===== src/rtl/mbus_fifo_port.sv =====
// -----------------------------------------------------------------------------
// mbus_fifo_port
//
// Memory-mapped dual-FIFO responder on the CPU mbus. CPU stores to TXDATA
// fill the TX FIFO, which an external consumer drains over a valid/ready
// stream. An external producer fills the RX FIFO over a valid/ready stream,
// and CPU loads from RXDATA read its head. Writing RXDATA pops RX.
//
// Register map (word at BASE_ADDR, offset = addr[1:0]):
//   0 TXDATA  W: push din           R: 0
//   1 RXDATA  W: pop (any value)    R: RX head, or 0 when empty
//   2 STATUS  R: [0] tx_empty [1] tx_full [2] rx_empty [3] rx_full
//                [4] tx_ovf (sticky) [5] rx_unf (sticky)
//                [15:8] tx_count [23:16] rx_count
//   3 CTRL    W: bit0 flush TX, bit1 flush RX, bit2 clear stickies,
//                bits[5:4] irq enables (stored only with the macro)
//             R: {26'b0, irq_en[1:0], 4'b0}
//
// Optional feature macro: MBUS_FIFO_IRQ_EN
//   Defined   -> irq port present, CTRL[5:4] stored as irq_en[1:0].
//   Undefined -> no irq port, CTRL[5:4] ignored and read as 0.
//
// Parameters:
//   WIDTH     bus data width (>= 24 so the STATUS fields fit)
//   ADDR_SIZE bus address width
//   BASE_ADDR address of register 0; bits [1:0] are ignored
//   DEPTH     entries per FIFO, power of 2, 2..128
//
// Ports:
//   clk       clock, all state changes on its rising edge
//   reset     asynchronous, active-low reset
//   addr      bus address (CPU mbus_aout)
//   din       bus write data (CPU mbus_dout)
//   wen       bus write strobe (CPU mbus_wen)
//   dout      registered read data (to CPU mbus_din via the system mux)
//   sel_out   registered; 1 when dout belongs to this block
//   tx_data   TX FIFO head
//   tx_valid  TX head valid (= !tx_empty)
//   tx_ready  consumer accepts the TX head
//   rx_data   producer word
//   rx_valid  producer word valid
//   rx_ready  RX FIFO can accept (= !rx_full)
//   irq       registered interrupt (only with MBUS_FIFO_IRQ_EN)
//
// Stream handshake (both directions): a word transfers on a rising clk edge
// where valid and ready are both 1. valid is not conditioned on ready, and
// the data is stable while valid is held high without a transfer.
// -----------------------------------------------------------------------------
module mbus_fifo_port #(
  parameter int                   WIDTH     = 32,
  parameter int                   ADDR_SIZE = 32,
  parameter logic [ADDR_SIZE-1:0] BASE_ADDR = 32'hFF00,
  parameter int                   DEPTH     = 16
) (
  input  logic                 clk,
  input  logic                 reset,
  input  logic [ADDR_SIZE-1:0] addr,
  input  logic [WIDTH-1:0]     din,
  input  logic                 wen,
  output logic [WIDTH-1:0]     dout,
  output logic                 sel_out,
  output logic [WIDTH-1:0]     tx_data,
  output logic                 tx_valid,
  input  logic                 tx_ready,
  input  logic [WIDTH-1:0]     rx_data,
  input  logic                 rx_valid,
  output logic                 rx_ready
`ifdef MBUS_FIFO_IRQ_EN
  ,
  output logic                 irq
`endif
);

  // Pointers carry one extra wrap bit so full and empty are distinguishable.
  localparam int AW = $clog2(DEPTH);
  localparam int PW = AW + 1;
  localparam logic [PW-1:0] PTR_INC = PW'(1);

  localparam logic [1:0] OFF_TXDATA = 2'd0;
  localparam logic [1:0] OFF_RXDATA = 2'd1;
  localparam logic [1:0] OFF_STATUS = 2'd2;
  localparam logic [1:0] OFF_CTRL   = 2'd3;

  // ---------------------------------------------------------------------------
  // Bus decode
  // ---------------------------------------------------------------------------
  logic       sel;
  logic [1:0] off;
  logic       bus_wr;
  logic       wr_txdata;
  logic       wr_rxpop;
  logic       wr_ctrl;
  logic       tx_flush;
  logic       rx_flush;
  logic       clr_sticky;

  assign sel        = (addr[ADDR_SIZE-1:2] == BASE_ADDR[ADDR_SIZE-1:2]);
  assign off        = addr[1:0];
  assign bus_wr     = wen & sel;
  assign wr_txdata  = bus_wr & (off == OFF_TXDATA);
  assign wr_rxpop   = bus_wr & (off == OFF_RXDATA);
  assign wr_ctrl    = bus_wr & (off == OFF_CTRL);
  assign tx_flush   = wr_ctrl & din[0];
  assign rx_flush   = wr_ctrl & din[1];
  assign clr_sticky = wr_ctrl & din[2];

  // ---------------------------------------------------------------------------
  // TX FIFO: CPU pushes, stream consumer pops
  // ---------------------------------------------------------------------------
  logic [WIDTH-1:0] tx_mem [DEPTH];
  logic [PW-1:0]    tx_wp;
  logic [PW-1:0]    tx_rp;
  logic [PW-1:0]    tx_count;
  logic             tx_empty;
  logic             tx_full;
  logic             tx_push;
  logic             tx_drop;
  logic             tx_pop;

  assign tx_empty = (tx_wp == tx_rp);
  assign tx_full  = (tx_wp[AW] != tx_rp[AW]) && (tx_wp[AW-1:0] == tx_rp[AW-1:0]);
  assign tx_count = tx_wp - tx_rp;

  // Fullness is judged on the pointers before the edge, so a push into a
  // full FIFO is dropped even when the consumer pops in the same cycle.
  assign tx_push  = wr_txdata & ~tx_full;
  assign tx_drop  = wr_txdata & tx_full;
  assign tx_pop   = tx_valid & tx_ready;

  assign tx_valid = ~tx_empty;
  assign tx_data  = tx_mem[tx_rp[AW-1:0]];

  always_ff @(posedge clk or negedge reset) begin
    if (!reset) begin
      tx_wp <= '0;
      tx_rp <= '0;
    end else if (tx_flush) begin
      tx_wp <= '0;
      tx_rp <= '0;
    end else begin
      if (tx_push) tx_wp <= tx_wp + PTR_INC;
      if (tx_pop)  tx_rp <= tx_rp + PTR_INC;
    end
  end

  // Storage needs no reset: contents are only visible through the pointers.
  always_ff @(posedge clk) begin
    if (tx_push) tx_mem[tx_wp[AW-1:0]] <= din;
  end

  // ---------------------------------------------------------------------------
  // RX FIFO: stream producer pushes, CPU pops by writing RXDATA
  // ---------------------------------------------------------------------------
  logic [WIDTH-1:0] rx_mem [DEPTH];
  logic [PW-1:0]    rx_wp;
  logic [PW-1:0]    rx_rp;
  logic [PW-1:0]    rx_count;
  logic             rx_empty;
  logic             rx_full;
  logic             rx_push;
  logic             rx_pop;
  logic             rx_unf_set;
  logic [WIDTH-1:0] rx_head;

  assign rx_empty   = (rx_wp == rx_rp);
  assign rx_full    = (rx_wp[AW] != rx_rp[AW]) && (rx_wp[AW-1:0] == rx_rp[AW-1:0]);
  assign rx_count   = rx_wp - rx_rp;

  assign rx_ready   = ~rx_full;
  assign rx_push    = rx_valid & rx_ready;
  assign rx_pop     = wr_rxpop & ~rx_empty;
  assign rx_unf_set = wr_rxpop & rx_empty;
  assign rx_head    = rx_mem[rx_rp[AW-1:0]];

  always_ff @(posedge clk or negedge reset) begin
    if (!reset) begin
      rx_wp <= '0;
      rx_rp <= '0;
    end else if (rx_flush) begin
      rx_wp <= '0;
      rx_rp <= '0;
    end else begin
      if (rx_push) rx_wp <= rx_wp + PTR_INC;
      if (rx_pop)  rx_rp <= rx_rp + PTR_INC;
    end
  end

  always_ff @(posedge clk) begin
    if (rx_push) rx_mem[rx_wp[AW-1:0]] <= rx_data;
  end

  // ---------------------------------------------------------------------------
  // Sticky error flags. Flushes leave them alone; only CTRL bit2 clears them.
  // ---------------------------------------------------------------------------
  logic tx_ovf;
  logic rx_unf;

  always_ff @(posedge clk or negedge reset) begin
    if (!reset) begin
      tx_ovf <= 1'b0;
      rx_unf <= 1'b0;
    end else if (clr_sticky) begin
      tx_ovf <= 1'b0;
      rx_unf <= 1'b0;
    end else begin
      if (tx_drop)    tx_ovf <= 1'b1;
      if (rx_unf_set) rx_unf <= 1'b1;
    end
  end

  // ---------------------------------------------------------------------------
  // Interrupt enables and interrupt (optional)
  // ---------------------------------------------------------------------------
  logic [1:0] irq_en_rd;

`ifdef MBUS_FIFO_IRQ_EN
  logic [1:0] irq_en;

  always_ff @(posedge clk or negedge reset) begin
    if (!reset) begin
      irq_en <= 2'b00;
    end else if (wr_ctrl) begin
      irq_en <= din[5:4];
    end
  end

  // Level interrupt from pre-edge state: RX has data, TX drained, or any
  // sticky error. Cleared by consuming the cause or clearing the stickies.
  always_ff @(posedge clk or negedge reset) begin
    if (!reset) begin
      irq <= 1'b0;
    end else begin
      irq <= (irq_en[0] & ~rx_empty) | (irq_en[1] & tx_empty) | tx_ovf | rx_unf;
    end
  end

  assign irq_en_rd = irq_en;
`else
  assign irq_en_rd = 2'b00;
`endif

  // ---------------------------------------------------------------------------
  // Read mux. Reads never change state because the CPU holds a load
  // address for several cycles.
  // ---------------------------------------------------------------------------
  logic [WIDTH-1:0] status_word;
  logic [WIDTH-1:0] ctrl_word;
  logic [WIDTH-1:0] rd_word;

  always_comb begin
    status_word        = '0;
    status_word[0]     = tx_empty;
    status_word[1]     = tx_full;
    status_word[2]     = rx_empty;
    status_word[3]     = rx_full;
    status_word[4]     = tx_ovf;
    status_word[5]     = rx_unf;
    status_word[15:8]  = 8'(tx_count);
    status_word[23:16] = 8'(rx_count);
  end

  always_comb begin
    ctrl_word      = '0;
    ctrl_word[5:4] = irq_en_rd;
  end

  always_comb begin
    rd_word = '0;
    case (off)
      OFF_TXDATA: rd_word = '0;
      OFF_RXDATA: rd_word = rx_empty ? '0 : rx_head;
      OFF_STATUS: rd_word = status_word;
      OFF_CTRL:   rd_word = ctrl_word;
      default:    rd_word = '0;
    endcase
  end

  // One-cycle read latency; values are those held before the edge.
  always_ff @(posedge clk or negedge reset) begin
    if (!reset) begin
      dout    <= '0;
      sel_out <= 1'b0;
    end else begin
      dout    <= sel ? rd_word : '0;
      sel_out <= sel;
    end
  end

endmodule


===== config.mk =====
export PLATFORM = sky130hd
export DESIGN_NAME = mbus_fifo_port
export DESIGN_NICKNAME = d
export VERILOG_FILES = /design/src/rtl/mbus_fifo_port.sv
export SDC_FILE = /design/constraint.sdc
export NUM_CORES = 1
export LEC_CHECK = 0
export CORE_ASPECT_RATIO = 1.5
export CORE_MARGIN = 10
export CORE_UTILIZATION = 40
export CTS_CLUSTER_SIZE = 8
export DETAILED_ROUTE_END_ITERATION = 10
export PLACE_DENSITY = 0.59
export SKIP_CTS_REPAIR_TIMING = 1
export SYNTH_ARGS = -nofsm -noshare
export SYNTH_HDL_FRONTEND = slang
export SYNTH_SLANG_ARGS = --single-unit
export TNS_END_PERCENT = 1

===== constraint.sdc =====
create_clock -name clk -period 8.3 [get_ports clk]
set_input_delay 2.49 -clock clk [delete_from_list [all_inputs] [get_ports clk]]
set_output_delay 2.49 -clock clk [all_outputs]
set_load 0.1 [all_outputs]

# ---- After elaboration in Yosys (flattened, before gate mapping)
# Memories as Yosys holds them, arrays and structs flattened.
# Index checks and enable logic that the tools add are counted.
dict set report op_classes {
  add_sub_neg 6
  reduce_logical 10
  eq_ne 10
  n_mux 19
  n_bitwise 17
}
# op count
set ops {}
lappend ops {{32-bit one-hot mux with 3 select lines} 1}
lappend ops {{32-bit 2-to-1 mux} 2}
lappend ops {{5-bit 2-to-1 mux} 8}
lappend ops {{30-bit by 14-bit equality test with 1-bit output, second input constant} 1}
lappend ops {{5-bit by 1-bit adder with 5-bit output, second input constant} 4}
lappend ops {{1-bit bitwise AND} 13}
lappend ops {{2-bit nonzero test} 6}
lappend ops {{5-bit equality test} 2}
lappend ops {{5-bit subtractor} 2}
lappend ops {{4-bit equality test} 2}
lappend ops {{1-bit 2-to-1 mux} 8}
lappend ops {{2-bit equality test, second input constant} 2}
lappend ops {{1-bit inverter} 4}
lappend ops {{2-bit by 1-bit equality test with 1-bit output, second input constant} 1}
lappend ops {{1-bit logical AND} 2}
lappend ops {{2-bit zero test} 1}
lappend ops {{1-bit != test} 2}
lappend ops {{2-bit OR reduction} 1}
dict set report totals {
  ramBits 1024
  ff_bits 55
  out_inout_bits 67
  elab_cells 72
  mem_count 2
  inputBits 101
}
# memory depth width rd rd_ports_with_merged_regs write_ports line_no
set mem_list {}
lappend mem_list {rx_mem 16 32 1 0 1 154} ;# logic [WIDTH-1:0] rx_mem [DEPTH];
lappend mem_list {tx_mem 16 32 1 0 1 110} ;# logic [WIDTH-1:0] tx_mem [DEPTH];

# ---- Logic depth before layout (Yosys ltp)
dict set report depth {
  depth_word 6
  mapped_depth 12
  ltp_nobuf 8
}

# ---- Worst setup path before layout
# No wires, ideal clock.
dict set report synth_path {
  path_type {input port to flip-flop}
  startpoint {input port addr[2]}
  endpoint {memory tx_mem[2][0], enable pin}
  path_slack_ns 1.166
  n_path_buf 1
  arrival_time_ns 6.673
  stages 6
  required_ns 7.839
  setup_time_ns 0.461
  path_cell_list {or4_1 -> or4_1 -> clkbuf_2 -> nor4b_2 -> nand2_1 -> nor3_1}
}
dict set report synth_via {
  elab_chain_cells 6
}
# element line_no
set synth_lines {}
lappend synth_lines {{start, declared} 57} ;# input logic [ADDR_SIZE-1:0] addr,
lappend synth_lines {{30-bit by 14-bit equality test with 1-bit output} 97} ;# assign sel = (addr[ADDR_SIZE-1:2] == BASE_ADDR[ADDR_SIZE-1:2]);
lappend synth_lines {{1-bit bitwise AND} 99} ;# assign bus_wr = wen & sel;
lappend synth_lines {{1-bit bitwise AND} 100} ;# assign wr_txdata = bus_wr & (off == OFF_TXDATA);
lappend synth_lines {{1-bit bitwise AND} 126} ;# assign tx_push = wr_txdata & ~tx_full;
lappend synth_lines {{1-bit 2-to-1 mux} 148} ;# if (tx_push) tx_mem[tx_wp[AW-1:0]] <= din;
lappend synth_lines {{1-bit 2-to-1 mux (not written as such)} 148}
lappend synth_lines {{end, declared} 110}
# No other way between the ends.

# ---- Worst setup path after layout
dict set report layout_path {
  startpoint {register tx_rp[0]}
  endpoint {output port tx_data[1]}
}
dict set report layout_via {
  elab_chain_cells 1
}
# element line_no
set layout_lines {}
lappend layout_lines {{start, declared} 112} ;# logic [PW-1:0] tx_rp;
lappend layout_lines {{start signal, assigned} 142} ;# if (tx_pop) tx_rp <= tx_rp + PTR_INC;
lappend layout_lines {{memory 16 x 32 bit} n/a}
lappend layout_lines {{end, declared} 62} ;# output logic [WIDTH-1:0] tx_data,
# No other way between the ends.

==> impl_metrics.toml <==
[grt]
overflow = 0
grt_pass1_wl_um = 143300
antenna_found_initial = 7
grt_max_degree = 75
grt_pass1_vias = 21189
grt_use_total = 0.1688

[flow_run]
maxCapViolCount = 0

[timing]
relSlewSlack = 0.1448
hold_viol = 0
finClkSkew_ns = 0.02008
fmax_mhz = 144.9
fin_crit_sh = 0.8312
finalCriticalPeriod_ns = 6.899
slew_viol_final = 0
tightest_slew_ns = 1.280
rsz0062_at_grt = "false"
tns_ns = 0
setup_viol = 0

[run_status]
status = "finished, final reports clean"

[cts]
cts_sinks = 1079
clk_latency_ns = 0.77
tritoncts = "yes"
clockBufferDepth = 3
clk_pin_slew_ns = 0.05
h-tree-depth = 4
cts-root-buf = "clkbuf_16"
cts_made_buffers = 153

[critical_path]
critPathMaxStageDelay_ns = 1.01
critPathLaunchType = "flop"
crit_slowest_cell = "dfrtp_4"
crit_chain = "buf_12, mux4_2, mux4_2, clkdlybuf4s50_1"
cp_data_arrival_time_ns = 4.41
reg2reg_slack_ns = 3.55
worstPathRequired_ns = 5.81
endpoint_kind = "output port"
crit_fanout = 44
cp_common_cell = "mux4_2"
crit_type = "flop to output port"

[power]
finalPower_mw = 15.70
power_density_nw_per_um2 = 319.3
ir_drop_mv = 0.4497
p_sw_frac = 0.3050
seqPwrFrac = 0.412
power_switching_mw = 4.788
p_int_mw = 10.91
p_leak_nw = 15.47
power_frac_clock = 0.359
combinationalPowerShare = 0.229

[detailed_routing]
drt_first_pass_iters = 5
route.detailed.wl_per_inst_um = 27.74
vias = 19315
finalWirelength_um = 96520
ant_nets = 0
vias_per_cell = 5.552
drc = 0
drtIter0Drc = 1701

[yosys]
syn_nets = 1941
synthAdderAreaFrac = 0.006424
synth_seq_cells = 1079
synth_flop_cell = "edfxtp_1"
synth-async-reset-ratio = 0.05097
ys_warn_count = 0
syn_area_per_cell_sq_um = 22.69
synthCells = 1820
yosys.area_share.simple = 0.02273
synthXorXnorAreaFrac = 0.004242
synth_cell_types = 46
synth-seq-area-share = 0.7780
synth_compound_area_frac = 0.01167
muxShareOfSynthArea = 0.1663
synth_area_sq_um = 41290
synth_edf_count = 1024
synth_top_family_by_area = "multiplexers"

[finish]
drive_gt1_frac = 0.2589
final_area_sq_um = 49180
layoutNonFillerInstCount = 3479
nFillCells = 8303
area_growth_syn_to_layout_pct = 19.10
fin_nets = 2212

[die]
fp-row-count = 144
dieArea_sq_um = 116800
boundaryPins = 168
start_util = 0.4021
die_w_um = 282.3
core-area_sq_um = 102700
die_h_um = 413.5

[placed_design]
hpwlAfterDp_um = 54510
dp_cells = 3250
place.gp.congestion = 0.7734
io_buffers = 167
dpl-instance-area_sq_um = 44820

[min_path]
hold_class = "flop to flop"
## cell type report
type | instances | area, sq um | share of cell area
Clock inverter | 17 | 312.8 | 0.006360
Sequential cell | 1079 | 32140 | 0.6536
Tap cell | 1314 | 1644 | 0.03343
Clock buffer | 210 | 4043 | 0.08220
Timing Repair Buffer | 209 | 2019 | 0.04106
Multi-Input combinational cell | 628 | 8940 | 0.1818
Antenna cell | 2 | 5.005 | 0.0001018
Inverter | 20 | 75.07 | 0.001526
## sequential cells by signal (all words and copies together) (netlist names), 5 cells and up
name    count
rx_mem    512
tx_mem    512
dout       32
tx_wp       5
rx_rp       5
tx_rp       5
rx_wp       5
## path summary, 6_finish.rpt
check                           cells after the start             end  startpoint
worst max-delay path                                4      tx_data[1]    tx_rp[0]
worst min-delay path                                2          rx_unf      rx_unf
worst max register to register                      8  rx_mem[15][22]    rx_rp[3]
worst min register to register                      2          rx_unf      rx_unf
max in group asynchronous                           2        rx_rp[0]       reset
min in group asynchronous                           2         dout[6]       reset
## cells by family (layout without fill, tap and decap cells)
logic type / Yosys count / after routing
muxes: 308 / 308
DFF: 1079 / 1079
other: 0 / 2
adders and majority gates: 20 / 20
xor gates and xnor gates: 20 / 20
buffers and inverters: 113 / 456
AOI/OAI and AO/OA: 81 / 81
and+or+nand+nor: 199 / 199
## layer usage
metal	up-vias	wire length (um)	GRT usage
li1	8173	-	-
met1	10346	38400	0.2133
met2	636	49520	0.2849
met3	158	6413	0.03959
met4	2	2171	0.05411
met5	-	13	0
## cells in the mapped netlist (9+ instances only)
| library cell | n | area share |
|---|---|---|
| edfxtp_1 | 1024 | 0.74 |
| nand4_1 | 9 | 0.0014 |
| mux4_2 | 302 | 0.16 |
| a21oi_1 | 41 | 0.0050 |
| ha_1 | 18 | 0.0055 |
| nor2_1 | 43 | 0.0039 |
| clkbuf_1 | 64 | 0.0058 |
| buf_1 | 20 | 0.0018 |
| inv_1 | 19 | 0.0017 |
| nand2_1 | 87 | 0.0079 |
| o22ai_1 | 14 | 0.0021 |
| dfrtp_1 | 55 | 0.033 |
| xnor2_1 | 13 | 0.0028 |
| nor3_1 | 11 | 0.0013 |
| nor2b_1 | 17 | 0.0026 |
## layout by cell type (no fill, tap or decap), drive strengths merged, types with 3 or more instances in the layout
master / n
edfxtp: 1024
mux4: 302
clkbuf: 210
clkdlybuf4s50: 166
nand2: 87
dfrtp: 55
buf: 43
nor2: 43
a21oi: 41
inv: 27
ha: 18
nor2b: 17
o22ai: 14
xnor2: 13
nor3: 11
clkinv: 10
nand4: 9
nand2b: 7
xor2: 7
nor4: 6
a31oi: 6
or4: 4
and4: 4
a21o: 4
o21ai: 4
mux2i: 3
mux2: 3
or3: 3
## worst max-delay path: cells and delay by family, from the launching register on
family | cells | cell delay (ns)
buffers and inverters | 2 | 1.42
flip-flops | 1 | 1.01
multiplexers | 2 | 1.16
## power by group through the flow
stage	combinational, mW	clock (mW)	sequential, mW
floorplan	2.73	0	6.41
global placement	3.64	0	6.55
detailed placement	3.67	0	6.57
CTS	3.67	5.76	6.47
global route	3.78	5.99	6.49
finish	3.60	5.63	6.46
## stage by stage
| stage | setup slack (ns) | util | hold slack, ns |
|---|---|---|---|
| floorplan | 1.166 | - | 0.4911 |
| global placement | 1.488 | 0.4364 | 0.5173 |
| detailed placement | 1.397 | 0.4364 | 0.5295 |
| CTS | 1.264 | 0.4789 | 0.5415 |
| global route | 1.191 | 0.4789 | 0.5995 |
| finish | 1.401 | 0.4789 | 0.5413 |
Power figures use the tool's default switching activity.
